`config.mk`:
```
export PLATFORM = sky130hd
export DESIGN_NAME = cpu_fetch_queue
export DESIGN_NICKNAME = d
export VERILOG_FILES = /design/src/rtl/cpu_fetch_queue.sv
export SDC_FILE = /design/constraint.sdc
export NUM_CORES = 1
export LEC_CHECK = 0
export BUFFER_PORTS_ARGS = -buffer_cell sky130_fd_sc_hd__buf_4
export CORE_MARGIN = 5
export CORE_UTILIZATION = 52
export DETAILED_ROUTE_END_ITERATION = 8
export HOLD_SLACK_MARGIN = 0.02
export PLACE_DENSITY = 0.84
export SLEW_MARGIN = 20
export SYNTH_ARGS = -nofsm -noshare
export SYNTH_HDL_FRONTEND = slang
export SYNTH_SLANG_ARGS = --single-unit
```
`constraint.sdc`:
```
create_clock -name i_clock -period 3.5 [get_ports i_clock]
set_input_delay 0.175 -clock i_clock [delete_from_list [all_inputs] [get_ports i_clock]]
set_output_delay 0.175 -clock i_clock [all_outputs]
set_load 0.05 [all_outputs]
```
`src/rtl/cpu_fetch_queue.sv`:
```
// Instruction fetch front-end: owns the fetch PC, buffers cache responses with
// their PCs in a first-word-fall-through FIFO, and performs flush-and-drain redirects.
module cpu_fetch_queue #(
  parameter logic [31:0] RESET_PC   = 32'h0000_0000,
  parameter int          DEPTH_LOG2 = 2
) (
  input  logic        i_clock,
  input  logic        i_reset,
  output logic [31:0] o_icache_pc,
  output logic        o_icache_stall,
  input  logic [31:0] i_icache_rdata,
  input  logic        i_icache_ready,
  input  logic        i_icache_bus_request,
  input  logic        i_jump,
  input  logic [31:0] i_jump_pc,
  output logic        o_valid,
  output logic [31:0] o_pc,
  output logic [31:0] o_instruction,
  input  logic        i_ready
);

  localparam int                  DEPTH       = 1 << DEPTH_LOG2;
  localparam logic [DEPTH_LOG2:0] FULL_COUNT  = (DEPTH_LOG2 + 1)'(DEPTH);
  localparam logic [DEPTH_LOG2:0] STALL_COUNT = (DEPTH_LOG2 + 1)'(DEPTH - 1);

  typedef enum logic {RUN, FLUSH} state_t;

  state_t                state, state_next;
  logic [31:0]           fetch_pc, pc_next;
  logic [31:0]           target, target_next;
  logic [1:0]            quiet, quiet_next;
  logic [DEPTH_LOG2:0]   count;
  logic [DEPTH_LOG2-1:0] rd_ptr, wr_ptr;
  logic                  push, pop, push_ok, flush_fifo;

  logic [31:0] pc_mem    [DEPTH];
  logic [31:0] instr_mem [DEPTH];

  logic unused_jump_bits;
  assign unused_jump_bits = ^i_jump_pc[1:0];

  assign o_icache_pc    = fetch_pc;
  assign o_valid        = (count != '0);
  assign o_pc           = o_valid ? pc_mem[rd_ptr]    : '0;
  assign o_instruction  = o_valid ? instr_mem[rd_ptr] : '0;
  // The margin of one entry absorbs the response the cache may still return
  // after it last sampled stall low.
  assign o_icache_stall = (state == FLUSH) || (count >= STALL_COUNT);
  assign push_ok        = push && (count != FULL_COUNT);

  always_ff @(posedge i_clock) begin
    if (i_reset) state <= RUN;
    else         state <= state_next;
  end

  always_comb begin
    // NOTE: every output of this block gets a default first so no path infers a latch.
    state_next  = state;
    pc_next     = fetch_pc;
    target_next = target;
    quiet_next  = quiet;
    push        = 1'b0;
    pop         = 1'b0;
    flush_fifo  = 1'b0;
    case (state)
      RUN: begin
        if (i_jump) begin
          target_next = {i_jump_pc[31:2], 2'b00};
          flush_fifo  = 1'b1;
          quiet_next  = '0;
          state_next  = FLUSH;
        end else begin
          pop = o_valid && i_ready;
          if (i_icache_ready) begin
            push    = 1'b1;
            pc_next = fetch_pc + 32'd4;
          end
        end
      end
      FLUSH: begin
        if (i_jump) target_next = {i_jump_pc[31:2], 2'b00};
        if (i_icache_ready || i_icache_bus_request) begin
          quiet_next = '0;
        end else if (quiet == 2'd1) begin
          // Second consecutive quiet cycle: the cache is drained, so redirect now.
          pc_next    = target_next;
          quiet_next = '0;
          state_next = RUN;
        end else begin
          quiet_next = quiet + 2'd1;
        end
      end
      default: state_next = RUN;
    endcase
  end

  always_ff @(posedge i_clock) begin
    // NOTE: sequential state uses non-blocking assignments so every register sees pre-edge values.
    if (i_reset) begin
      fetch_pc <= RESET_PC;
      target   <= '0;
      quiet    <= '0;
      count    <= '0;
      rd_ptr   <= '0;
      wr_ptr   <= '0;
    end else begin
      fetch_pc <= pc_next;
      target   <= target_next;
      quiet    <= quiet_next;
      if (flush_fifo) begin
        count  <= '0;
        rd_ptr <= '0;
        wr_ptr <= '0;
      end else begin
        if (push_ok) wr_ptr <= wr_ptr + 1'b1;
        if (pop)     rd_ptr <= rd_ptr + 1'b1;
        case ({push_ok, pop})
          2'b10:   count <= count + 1'b1;
          2'b01:   count <= count - 1'b1;
          default: count <= count;
        endcase
      end
    end
  end

  // NOTE: the storage array is not reset; count gates every read, so stale words are never visible.
  always_ff @(posedge i_clock) begin
    if (push_ok) begin
      pc_mem[wr_ptr]    <= fetch_pc;
      instr_mem[wr_ptr] <= i_icache_rdata;
    end
  end

  no_overflow: assert property (@(posedge i_clock) disable iff (i_reset)
                                !(push && count == FULL_COUNT));

endmodule

```
==> metrics <==
XOR/XNOR Fraction of Synth Area=0.3306%; pin count of the biggest net entering global routing=66; met2 GRT Util=34.90%; status=finished clean; DR vias/cell=5.724; setup bufs post-CTS=0; Yosys reg bits=roughly 330; # diodes=0; Period Utilization, post-route=77.85%; WP data arrival=2550 ps; RSZ-0062 raised after global routing=false; final worst path period need=2725 ps; die area=28770 sq um; hold buffers post-CTS=slightly above 60; via count of the first global-routing pass=8317; EDFF count, synth=256; H-tree levels=2; setup TNS=0 ps; power per cell area=about 500 nW/um^2; crit start category=flop; grt total ovfl=0; final net count=1140; CTS tree=yes; Unique masters post-synth=56; GR peak layer=met2; clock sink count=between 300 and 400; NetSw=approximately 1800 uW; port bufs=165; Max transition margin=23.56%; routability congestion estimate=around 0.84; worst clock skew=17.81 ps; switching share of power=approximately 21%; pre-CTS setup slack=798.2 ps; ANT nets after route=0; 1st-iter DRT viols=853; Synth area leaders=edfxtp_1, dfxtp_1, mux4_2; post-synth top area share=roughly 58%; routed len/inst=a little over 20 um; most used cell, CP=buf_4; Synth Area in Adders=0.7179%; GR met3 Demand/Resource=4.566%; Slowest-stage cell, CP=dfxtp_4; # Max-Cap Violations=0; effective utilization at floorplan=52.76%; root buf cell=clkbuf_16; Yosys top cell by area=edfxtp_1; Num CTS Buffers=34; mux contribution to synthesized area=13.54%; main combinational cell family by area after synthesis=multiplexers; total number of vias=just over 8000; Pre-Repair DR Iteration Count=6; Die X=169.6 um; Post-Route WL=between 20 and 30 mm; worst hold path class=in -> reg; Setup-failing EPs final=0; Die Height=169.6 um; all-layer global routing usage=20.32%; sequential area share after synthesis=69.52%; Mapped Cells=829; Worst-Margin Slew=1139 ps; syn avg cell area=roughly 16 sq um; Final Hold Viols=0; static leakage=between 0.005 and 0.006 uW; Slew Limit Fails=0; ys flop type=edfxtp_1; simple-gate share of the synthesized area=9.729%; Core Area=25110 sq um; critical path required time=3320 ps; Int Power=6452 uW; worst-case clock buffer depth=3; Flop pwr share=52.7%; later-pin clock latency in the skew report=510 ps; CP Cell Sequence=buf_4, mux4_2, and2_1, buf_4; fmax=367.0 MHz; yosys warns=0; ys async rst share=0%; boundary pin count=168; post_cts resized=0; DRC viols=0; crit-path max FO=28; HPWL after DPL=around 18 mm; Cell Area, Synth=13250 sq um; Clk pin slew, worst setup/hold paths=60 ps; initial antenna violation count=0; slowest stage delay, CP=720 ps; FP Rows=a little under 60; post-synthesis compound-gate area fraction=4.496%; VDD IR-drop max=0.3314 mV; Clk pwr share=40.4%; first-pass GRT wire length=45.66 mm; kind of critical path=reg -> out; met1 usage=a little over a quarter; slack of the critical path=775.3 ps; layout cells sized above 1=28.39%; CP Capture Type=output pin; part of the power in combinational logic=6.9%; area grow syn2layout=24.94%; syn_nets=906
[critical path, delay by kind of cell (launching register included)]
family,cells,cell delay (ps)
buf+inv,2,580
mux,1,550
flops,1,720
simple gates,1,190
[per-stage QoR]
step / area [sq um] / hold WS, ps / instances / utilization, % / total power (uW)
after global placement: 14920 / 375.3 / 1296 / 59.42 / 4910
after CTS: 16550 / 39.49 / 1415 / 65.91 / 8295
final: 16550 / 72.29 / 1415 / 65.91 / 8218
after global routing: 16550 / 75.94 / 1415 / 65.91 / 8498
after detailed placement: 14920 / 378.9 / 1296 / 59.42 / 4925
after floorplan: 13250 / 258.6 / 829 / - / 4717
[logic make-up after synthesis]
logic type	count (synthesis)
fa+ha+maj	7
xor+xnor	5
buf+inv	55
flops	332
mux	99
simple gates	241
compound gates	90
[registers in the layout, summed over array words and instances (netlist names), named ones only]
register     count
o_icache_pc     32
count            3
wr_ptr           2
rd_ptr           2
instr_mem      128
target          32
quiet            2
state            1
pc_mem         128
[final cells by class]
type,count,area [sq um]
Clock buffer,43,915.9
Sequential cell,332,9216
Inverter,11,41.29
Tap cell,330,412.9
Clock inverter,15,103.9
Multi-Input combinational cell,442,3827
Timing Repair Buffer,242,2032
Fill cell,1723,8559
[routing by layer]
metal	vias to the layer above	share of wire, %
met5	-	0
met1	4002	39
met3	48	8.6
met4	0	1.9
met2	356	50
li1	3693	-
[layout by cell type (no fill, tap or decap), types with 16 or more instances in the layout]
| cell type | count |
|---|---|
| dfxtp_1 | 74 |
| a21oi_1 | 23 |
| nand2_1 | 30 |
| buf_4 | 176 |
| clkbuf_16 | 35 |
| dlygate4sd3_1 | 61 |
| edfxtp_1 | 256 |
| o21ai_0 | 16 |
| and2_1 | 67 |
| nor2_1 | 66 |
| mux4_2 | 64 |
| mux2i_1 | 34 |
[power by group through the flow]
stage / sequential (uW) / combinational (uW) / clock [uW]
final: 4330 / 569 / 3320
after CTS: 4330 / 570 / 3390
after floorplan: 4420 / 296 / 0
after global routing: 4330 / 607 / 3560
after global placement: 4410 / 501 / 0
after detailed placement: 4410 / 512 / 0
[cells in the mapped netlist (11+ instances only)]
cell type	number
nand2_1	30
o21ai_0	16
nand3_1	15
and2_1	71
dfxtp_1	76
nor2_1	66
clkbuf_1	31
mux4_2	64
mux2i_1	34
inv_1	11
edfxtp_1	256
a21oi_1	23
buf_2	12
[final timing paths]
path | start | endpoint | slack, ps | depth (start not counted)
worst max-delay path | flop | o_instruction[28] | 780 | 4
worst min register to register | target[1] | target[1] | 470 | 1
worst min-delay path | i_icache_bus_request | quiet[0] | 70 | 3
worst max register to register | state | o_icache_pc[28] | 820 | 6
Note: power is estimated with default switching activity, not from simulation.
